==> src/rtl/led_pattern_gen.sv <==
// LED pattern generator: blink, chase, binary count and breathe modes.
// Define LED_PWM_EN to build breathe (pwm + level); otherwise mode 3 blinks.
module led_pattern_gen #(
  parameter int CLK_FREQ_HZ = 50_000_000,
  parameter int TICK_HZ     = 1,
  parameter int NB_LED      = 8
) (
  input  logic              clk,
  input  logic              reset_n,
  input  logic [1:0]        mode,
  input  logic [1:0]        speed,
  input  logic              hold,
  output logic [NB_LED-1:0] led,
  output logic              tick
);

  localparam int DIV = CLK_FREQ_HZ / TICK_HZ;
  localparam int CW  = $clog2(DIV);
  localparam logic [31:0]       DIV_U   = 32'(DIV);
  localparam logic [NB_LED-1:0] PAT_ONE = NB_LED'(1);
  localparam logic [CW-1:0]     CNT_ONE = CW'(1);

  generate
    if (DIV < 16) begin : g_div_chk
      $error("led_pattern_gen: DIV must be >= 16");
    end
    if (NB_LED < 2) begin : g_led_chk
      $error("led_pattern_gen: NB_LED must be >= 2");
    end
  endgenerate

  logic [CW-1:0]     r_cnt;
  logic [CW-1:0]     w_cnt_nxt;
  logic [1:0]        r_mode_q;
  logic [NB_LED-1:0] r_pat;
  logic [NB_LED-1:0] w_pat_nxt;
  logic [NB_LED-1:0] r_led;
  logic [NB_LED-1:0] w_led_nxt;
  logic              r_tick;
  logic [31:0]       w_limit;
  logic [31:0]       w_cnt32;
  logic              w_mchg;
  logic              w_wrap;
  logic              w_step;
  logic              w_m_chase;
  logic              w_m_count;

  assign w_limit   = DIV_U >> speed;
  assign w_cnt32   = 32'(r_cnt);
  assign w_mchg    = (mode != r_mode_q);
  // >= rather than == so a mid-count speed-up steps on the next edge
  assign w_wrap    = (w_cnt32 >= (w_limit - 32'd1));
  assign w_step    = !hold && !w_mchg && w_wrap;
  assign w_m_chase = (r_mode_q == 2'd1);
  assign w_m_count = (r_mode_q == 2'd2);

`ifdef LED_PWM_EN
  logic       w_m_brth;
  logic [3:0] r_pwm;
  logic [3:0] r_level;
  logic [3:0] w_level_nxt;
  logic       r_up;
  logic       w_up_nxt;

  assign w_m_brth = (r_mode_q == 2'd3);
`endif

  always_comb begin
    w_cnt_nxt = r_cnt;
    w_pat_nxt = r_pat;
    if (w_mchg) begin
      w_cnt_nxt = '0;
      w_pat_nxt = (mode == 2'd1) ? PAT_ONE : '0;
    end else if (!hold) begin
      if (w_wrap) begin
        w_cnt_nxt = '0;
        unique case (1'b1)
          w_m_chase: w_pat_nxt = {r_pat[NB_LED-2:0], r_pat[NB_LED-1]};
          w_m_count: w_pat_nxt = r_pat + PAT_ONE;
`ifdef LED_PWM_EN
          w_m_brth:  w_pat_nxt = r_pat;
`endif
          default:   w_pat_nxt = ~r_pat;
        endcase
      end else begin
        w_cnt_nxt = r_cnt + CNT_ONE;
      end
    end
  end

`ifdef LED_PWM_EN
  // Triangle ramp turns at both ends without repeating them
  always_comb begin
    w_level_nxt = r_level;
    w_up_nxt    = r_up;
    if (w_mchg) begin
      w_level_nxt = 4'd0;
      w_up_nxt    = 1'b1;
    end else if (w_step && w_m_brth) begin
      if (r_up) begin
        if (r_level == 4'd15) begin
          w_level_nxt = 4'd14;
          w_up_nxt    = 1'b0;
        end else begin
          w_level_nxt = r_level + 4'd1;
        end
      end else begin
        if (r_level == 4'd0) begin
          w_level_nxt = 4'd1;
          w_up_nxt    = 1'b1;
        end else begin
          w_level_nxt = r_level - 4'd1;
        end
      end
    end
  end

  assign w_led_nxt = (mode == 2'd3) ?
                     {NB_LED{r_pwm < r_level}} : w_pat_nxt;

  always_ff @(posedge clk or negedge reset_n) begin
    if (!reset_n) begin
      r_pwm   <= 4'd0;
      r_level <= 4'd0;
      r_up    <= 1'b1;
    end else begin
      r_pwm   <= r_pwm + 4'd1;
      r_level <= w_level_nxt;
      r_up    <= w_up_nxt;
    end
  end
`else
  assign w_led_nxt = w_pat_nxt;
`endif

  always_ff @(posedge clk or negedge reset_n) begin
    if (!reset_n) begin
      r_cnt    <= '0;
      r_mode_q <= 2'd0;
      r_pat    <= '0;
      r_led    <= '0;
      r_tick   <= 1'b0;
    end else begin
      r_cnt    <= w_cnt_nxt;
      r_mode_q <= mode;
      r_pat    <= w_pat_nxt;
      r_led    <= w_led_nxt;
      r_tick   <= w_step;
    end
  end

  assign led  = r_led;
  assign tick = r_tick;

endmodule
==> config.mk <==
export PLATFORM = sky130hd
export DESIGN_NAME = led_pattern_gen
export DESIGN_NICKNAME = d
export VERILOG_FILES = /design/src/rtl/led_pattern_gen.sv
export SDC_FILE = /design/constraint.sdc
export NUM_CORES = 1
export LEC_CHECK = 0
export BUFFER_PORTS_ARGS = -buffer_cell sky130_fd_sc_hd__buf_2
export CAP_MARGIN = 20
export CORE_ASPECT_RATIO = 1.5
export CORE_MARGIN = 2
export CORE_UTILIZATION = 40
export DETAILED_ROUTE_END_ITERATION = 8
export GPL_ROUTABILITY_DRIVEN = 1
export PLACE_DENSITY_LB_ADDON = 0.12
export SYNTH_ARGS = -nofsm -noshare
export SYNTH_HDL_FRONTEND = slang
export SYNTH_SLANG_ARGS = --single-unit
==> constraint.sdc <==
create_clock -name clk -period 2.4 [get_ports clk]
set_clock_uncertainty 0.1 [all_clocks]
set_input_delay 0.48 -clock clk [delete_from_list [all_inputs] [get_ports clk]]
set_output_delay 0.48 -clock clk [all_outputs]
set_load 0.01 [all_outputs]
==> results of run 1 <==
-- worst paths after layout --
kind                                            from                    end
worst max-delay path                        speed[0]  r_cnt[17]$_DFFE_PN0P_
max in group asynchronous                    reset_n  r_cnt[19]$_DFFE_PN0P_
min in group clk                             mode[1]  r_mode_q[1]$_DFF_PN0_
worst min-delay path                         reset_n   r_cnt[5]$_DFFE_PN0P_
worst min register to register  r_cnt[3]$_DFFE_PN0P_   r_cnt[3]$_DFFE_PN0P_
worst max register to register  r_cnt[5]$_DFFE_PN0P_  r_cnt[17]$_DFFE_PN0P_
-- worst max-delay path, stage by stage --
cell     delay (ps)
buf_8           100
nor2_4          150
inv_2            60
ha_4            270
ha_4            190
nand4_1          90
o22ai_1          70
a211o_1         230
a221o_2         400
o31a_4          350
buf_12          160
buf_12          140
nor2_2           70
-- final cells by class --
class / count / area share
multi-input combinational: 227 / 0.5297
tap: 76 / 0.02750
clock buffer: 6 / 0.02098
inverter: 14 / 0.01520
clock inverter: 2 / 0.002894
timing repair buffer: 52 / 0.1360
sequential: 37 / 0.2677
-- logic make-up (layout without fill, tap and decap cells) --
kind of cell               after synthesis  count (layout)  synth area share
DFF                                     37              37            0.3525
and+or+nand+nor                        114             114            0.2091
adders and majority gates               25              25            0.1186
other                                    2               2          0.002860
muxes                                    5               5           0.02525
AOI/OAI and AO/OA                       51              51            0.1439
buffers and inverters                   25              74           0.04479
xor gates and xnor gates                30              30            0.1029
-- where the power goes --
group | switching (uW) | leakage, uW | internal, uW
sequential | 25.7 | 0.000510 | 636
clock | 233 | 0.0000450 | 201
combinational | 201 | 0.000962 | 193
-- sequential cells by signal (all words and copies together), names as in the netlist --
signal    flops
led           8
r_cnt        26
tick          1
r_mode_q      2
-- per-layer routing --
metal	vias up	routed length, um
met5	-	0
met4	0	89
met3	6	146
met2	23	3795
met1	1134	2693
li1	1136	-
-- cell usage in the layout (no fill, tap or decap), types with 2 or more instances in the layout --
master    count
dfrtp_1      37
buf_4        30
nand2_1      22
ha_1         22
nor2_4       21
nor2_1       19
xnor2_1      17
nand3_1      15
inv_1        13
buf_2        13
xor2_1       12
a21oi_1      11
nand4_1       8
nor3_1        6
o21ai_0       5
clkbuf_8      5
a31oi_1       4
and3_1        4
a32o_1        4
o22ai_1       3
and2_1        3
and4_1        3
nor2_2        3
a221oi_1      3
mux2_4        3
buf_16        3
buf_12        3
nor4_1        2
nand3b_1      2
a32oi_1       2
conb_1        2
ha_4          2
clkinv_2      2
buf_6         2
-- timing repair --
| item | 4_1_cts | 5_1_grt |
|---|---|---|
| setup buffers | 3 | 0 |
| cloned | 3 | 0 |
| gates resized for setup | 43 | 22 |
| setup endpoints to repair | 35 | 35 |
| pin swaps | 15 | 2 |
-- through the flow --
step                total power (uW)  TNS [ps]
floorplan                      833.6     -7981
global placement               914.6    -17200
detailed placement             919.0    -19710
CTS                             1485     -7155
global route                    1564     -9731
finish                          1491     -7359
==> summary.md, run 1 <==
| Metric | Value |
|---|---|
| Detailed-route wire length | 6724 um |
| Setup WS post-layout | -241.0 ps |
| # rows | 36 |
| Max Cap Violations | 0 |
| Clock Sink Count | 37 |
| Number of CTS-inserted buffers | 5 |
| Crit Path Max Fanout | 6 |
| DR DRC count | 0 |
| Pwr dens | 431.2 mW/mm2 |
| Worst slew pin tran | 855.7 ps |
| Status | finished with violations |
| R2r setup slk | -70 ps |
| Failing checks | negative setup slack |
| Synth Instances | 289 |
| Pin count of the biggest net entering global routing | 38 |
| DR vias/cell | 5.553 |
| Number of synthesized register bits | 37 |
| Clock root cell | clkbuf_8 |
| DRT antenna net count | 0 |
| Syn_area_per_cell | 9.087 um2 |
| Ranking of synthesized cells by area | dfrtp_1 (35%), ha_1 (11%), nor2_1 (6.1%) |
| GRT overflow | 0 |
| Dpl cells | 400 |
| Routed length per instance | 16.24 um |
| Max-slew violation count | 0 |
| FF-to-FF path depth | 9 |
| Placed cell area | 0.002997 mm2 |
| Share of cells above drive strength 1 | 0.3107 |
| Required @ worst endpoint | 2540 ps |
| Area Overhead vs Synth | 31.68% |
| Multi-input logic area | 0.001832 mm2 |
| Htree depth | 2 |
| First-pass GRT wire length | 11510 um |
| Clock transition at path regs | 80 ps |
| DIE WIDTH | 70.16 um |
| Most frequent cell after synthesis | nor2_1 |
| Startpoint Class | input pin |
| Layout Utilization | 0.5369 |
| Fin crit period | 2641 ps |
| WHS | 168.7 ps |
| Vias in the first global route | 2262 |
| Synth cell count leaders | nor2_1 (43), dfrtp_1 (37), ha_1 (24), nand2_1 (22), xnor2_1 (17) |
| Design area | 0.003458 mm2 |
| Initial antenna violation count | 0 |
| GRT Util Overall | 0.2059 |
| Peak Freq | 0.3786 GHz |
| Routed vias | 2299 |
| Filler Cell Count | 607 |
| Iteration-0 DRC Markers | 50 |
| Peak VDD IR | 0.5463 mV |
| Post-DP HPWL | 4985 um |
| Critical Path End Type | flip-flop |
| Synth cell types | 55 |
| Worst-Skew Late Latency | 300 ps |
| Post-synth EDFFs | 0 |
| Static leakage | 0.001517 uW |
| Period utilization | 1.100 |
| Gr busiest metal | met2 |
| Slew margin rel. | 0.4295 |
| Core area | 0.006441 mm2 |
| Seq. cell area | 925.9 um2 |
| Part of the Yosys area used for sequential elements | 0.3525 |
| Met1 usage | 0.2325 |
| Initial Util | 0.4077 |
| Non-Filler Instances | 414 |
| Die Ht | 103.2 um |
| Post-synth top flop | dfrtp_1 |
| Synth Cell Area | 0.002626 mm2 |
| Share of flip-flops with an asynchronous set or reset | 1.000 |
| Clock buffer depth | 2 |
| Ys Warns | 0 |
| Port bufs | 15 |
| Pre-CTS setup slack | -608.2 ps |
| Syn_nets | 320 |
| Hold_buf cts | 0 |
| # diodes | 0 |
| Critical path class | input pin to flip-flop |
| Worst EP arrival | 2780 ps |
| RSZ-0062 raised after global routing | yes |
| Final #Nets | 368 |
| Final Hold Vio Count | 0 |
| Met2 usage | 0.3963 |
| Hold/Removal Path Class | input pin to async pin |
| TritonCTS clock tree | yes |
| Post-synth top area share | 0.3525 |
| Die area | 0.007243 mm2 |
| Met3 Resource Use GR | 0.03198 |
| Pre-Repair DR Iteration Count | 4 |
| Setup-failing EPs final | 35 |
| Placer Congestion | 0.8084 |
| Boundary pin count | 16 |
| Yosys top cell by area | dfrtp_1 |
Note: power is estimated with default switching activity, not from simulation.
==> run 2: changes to the inputs <==
Clock period 2.4 ns to 3.35 ns, I/O delays scaled along.
==> run 2 against run 1 <==
The run now ends clean. Worst hold slack better by 220 ps. First-iteration DRC count is 16% higher. Die area stayed put. Sequential power is 28% lower. Utilization is 9.0 points lower. Cell count is 7.2% lower. Power is 35% lower. Routed wire length is 5.5% lower. Count of clock-buffer cells in the layout is 1 higher. Final area is 17% lower. Via count is 6.7% lower.
==> summary.md, run 2 (synthesis gave the netlist of run 1 again) <==
| Metric | Value |
|---|---|
| Clock buffer depth | 2 |
| CP max stage delay | 380 ps |
| Number of flip-flops under the largest register name | 26 |
| Most common cell after layout, fill and taps aside | nor2_1 |
| Worst slew pin tran | 869.7 ps |
| Post-CTS Resized | 0 |
| TritonCTS clock tree | yes |
| Htree depth | 2 |
| DR vias/cell | 5.583 |
| Final #Nets | 339 |
| Boundary pin count | 16 |
| Core area | 0.006441 mm2 |
| Number of CTS-inserted buffers | 5 |
| Initial antenna violation count | 0 |
| Cell Chain, Critical Path | buf_2, nor2_1, inv_1, ha_1, ha_1, nand4_1, o22ai_1, a211o_1, a221o_2, buf_4, o31ai_1, buf_4, a32o_1 |
| Placer Congestion | 0.7998 |
| Clock root cell | clkbuf_8 |
| Delay-heaviest family, CP | compound AO/OA/AOI/OAI gates |
| RSZ-0062 raised after global routing | no |
| Post-DP HPWL | 4745 um |
| Port bufs | 15 |
| Hold_buf cts | 0 |
| Max-slew violation count | 0 |
| Startpoint Class | input pin |
| Static leakage | 0.001337 uW |
| Hold/Removal Path Class | input pin to async pin |
| Pre-Repair DR Iteration Count | 4 |
| Die Ht | 103.2 um |
| Clock Sink Count | 37 |
| Power consumption | 963.8 uW |
| Area Overhead vs Synth | 9.576% |
| Max Cap Violations | 0 |
| Die area | 0.007243 mm2 |
| Setup-failing EPs final | 0 |
| DRT antenna net count | 0 |
| # rows | 36 |
| DR DRC count | 0 |
| Pin count of the biggest net entering global routing | 38 |
| Final Hold Vio Count | 0 |
| Slew margin rel. | 0.4202 |
| Peak Freq | 0.3309 GHz |
| GRT overflow | 0 |
| Vias in the first global route | 2208 |
| Worst-Skew Late Latency | 290 ps |
| Worst EP arrival | 3150 ps |
| GRT Util Overall | 0.1896 |
| Clock transition at path regs | 80 ps |
| Setup bufs post-CTS | 0 |
| Slowest-stage cell, CP | a221o_2 |
| DIE WIDTH | 70.16 um |
| Final TNS setup | 0 ps |
| Critical Path End Type | flip-flop |
| Pwr dens | 334.9 mW/mm2 |
| Top reg by flops | r_cnt |
| Non-Filler Instances | 384 |
| Required @ worst endpoint | 3480 ps |
| Period utilization | 0.9020 |
| Dpl cells | 377 |
| Commonest non-fill, non-tap cells in the layout | nor2_1 (43), dfrtp_1 (37), ha_1 (24), nand2_1 (22), xnor2_1 (17) |
| Critical path class | input pin to flip-flop |
| Buf/Inv on CP | 4 |
| First-pass GRT wire length | 10740 um |
| Routed length per instance | 16.54 um |
| Iteration-0 DRC Markers | 58 |
| Detailed-route wire length | 6353 um |
| Status | finished, final reports clean |
| Fin crit period | 3022 ps |
| Crit Path Max Fanout | 4 |
| Filler Cell Count | 631 |
| Initial Util | 0.4077 |
| Routed vias | 2144 |
| # diodes | 0 |
| Peak VDD IR | 0.2252 mV |
| Share of cells above drive strength 1 | 0.1364 |
run 2: cell count changes in the layout (fill, tap and decap cells not counted), moves of 3 or more:
cell    previous run  this run
buf_12             3         0
buf_16             3         0
buf_4             30         8
nor2_1            19        43
nor2_2             3         0
nor2_4            21         0
run 2: routing by layer:
layer,up-vias,track usage,wire length [um]
met5,-,0,0
met4,0,0.05917,70
met3,6,0.02713,148
met2,27,0.3795,3501
met1,1046,0.2041,2633
li1,1065,-,-
run 2: layout make-up:
| cell class | instances | area, um2 | share of cell area |
|---|---|---|---|
| inverter | 14 | 52.55 | 0.01826 |
| sequential | 37 | 925.9 | 0.3217 |
| clock buffer | 7 | 86.33 | 0.03000 |
| timing repair buffer | 23 | 135.1 | 0.04696 |
| multi-input combinational | 227 | 1583 | 0.5500 |
| tap | 76 | 95.09 | 0.03304 |
run 2: where the power goes:
part	switching (uW)	internal, uW
Sequential	19.5	456
Clock	164	164
Combinational	97.3	64.0
Total	280	683
run 2: path summary, 6_finish.rpt:
kind,from,endpoint,slack (ps),cells after the start
worst max-delay path,speed[0],led[3]$_DFFE_PN0P_,330,13
worst min-delay path,reset_n,r_cnt[10]$_DFFE_PN0P_,390,1
worst max register to register,r_cnt[5]$_DFFE_PN0P_,led[3]$_DFFE_PN0P_,810,9
worst min register to register,r_cnt[25]$_DFFE_PN0P_,r_cnt[25]$_DFFE_PN0P_,480,2
max in group asynchronous,reset_n,r_cnt[21]$_DFFE_PN0P_,2210,1
min in group clk,mode[1],r_mode_q[1]$_DFF_PN0_,430,1
run 2: worst register-to-register path, cell delays in order (launching register included):
cell and delay, ps:
dfrtp_1 450, ha_1 320, a21oi_1 140, o22ai_1 90, a211o_1 230, a221o_2 380, buf_4 160, o31ai_1 290
buf_4 200, a32o_1 120
run 2: metrics by stage:
stage | worst slack [ps] | hold WS [ps] | util | area [um2]
2_1_floorplan | 261.2 | 274.4 | - | 2626
3_3_place_gp | 43.87 | 448.5 | 0.4334 | 2791
3_5_place_dp | 13.91 | 455.7 | 0.4334 | 2791
4_1_cts | 296.0 | 422.6 | 0.4468 | 2878
5_1_grt | 121.1 | 416.9 | 0.4468 | 2878
6_report | 328.2 | 388.7 | 0.4468 | 2878
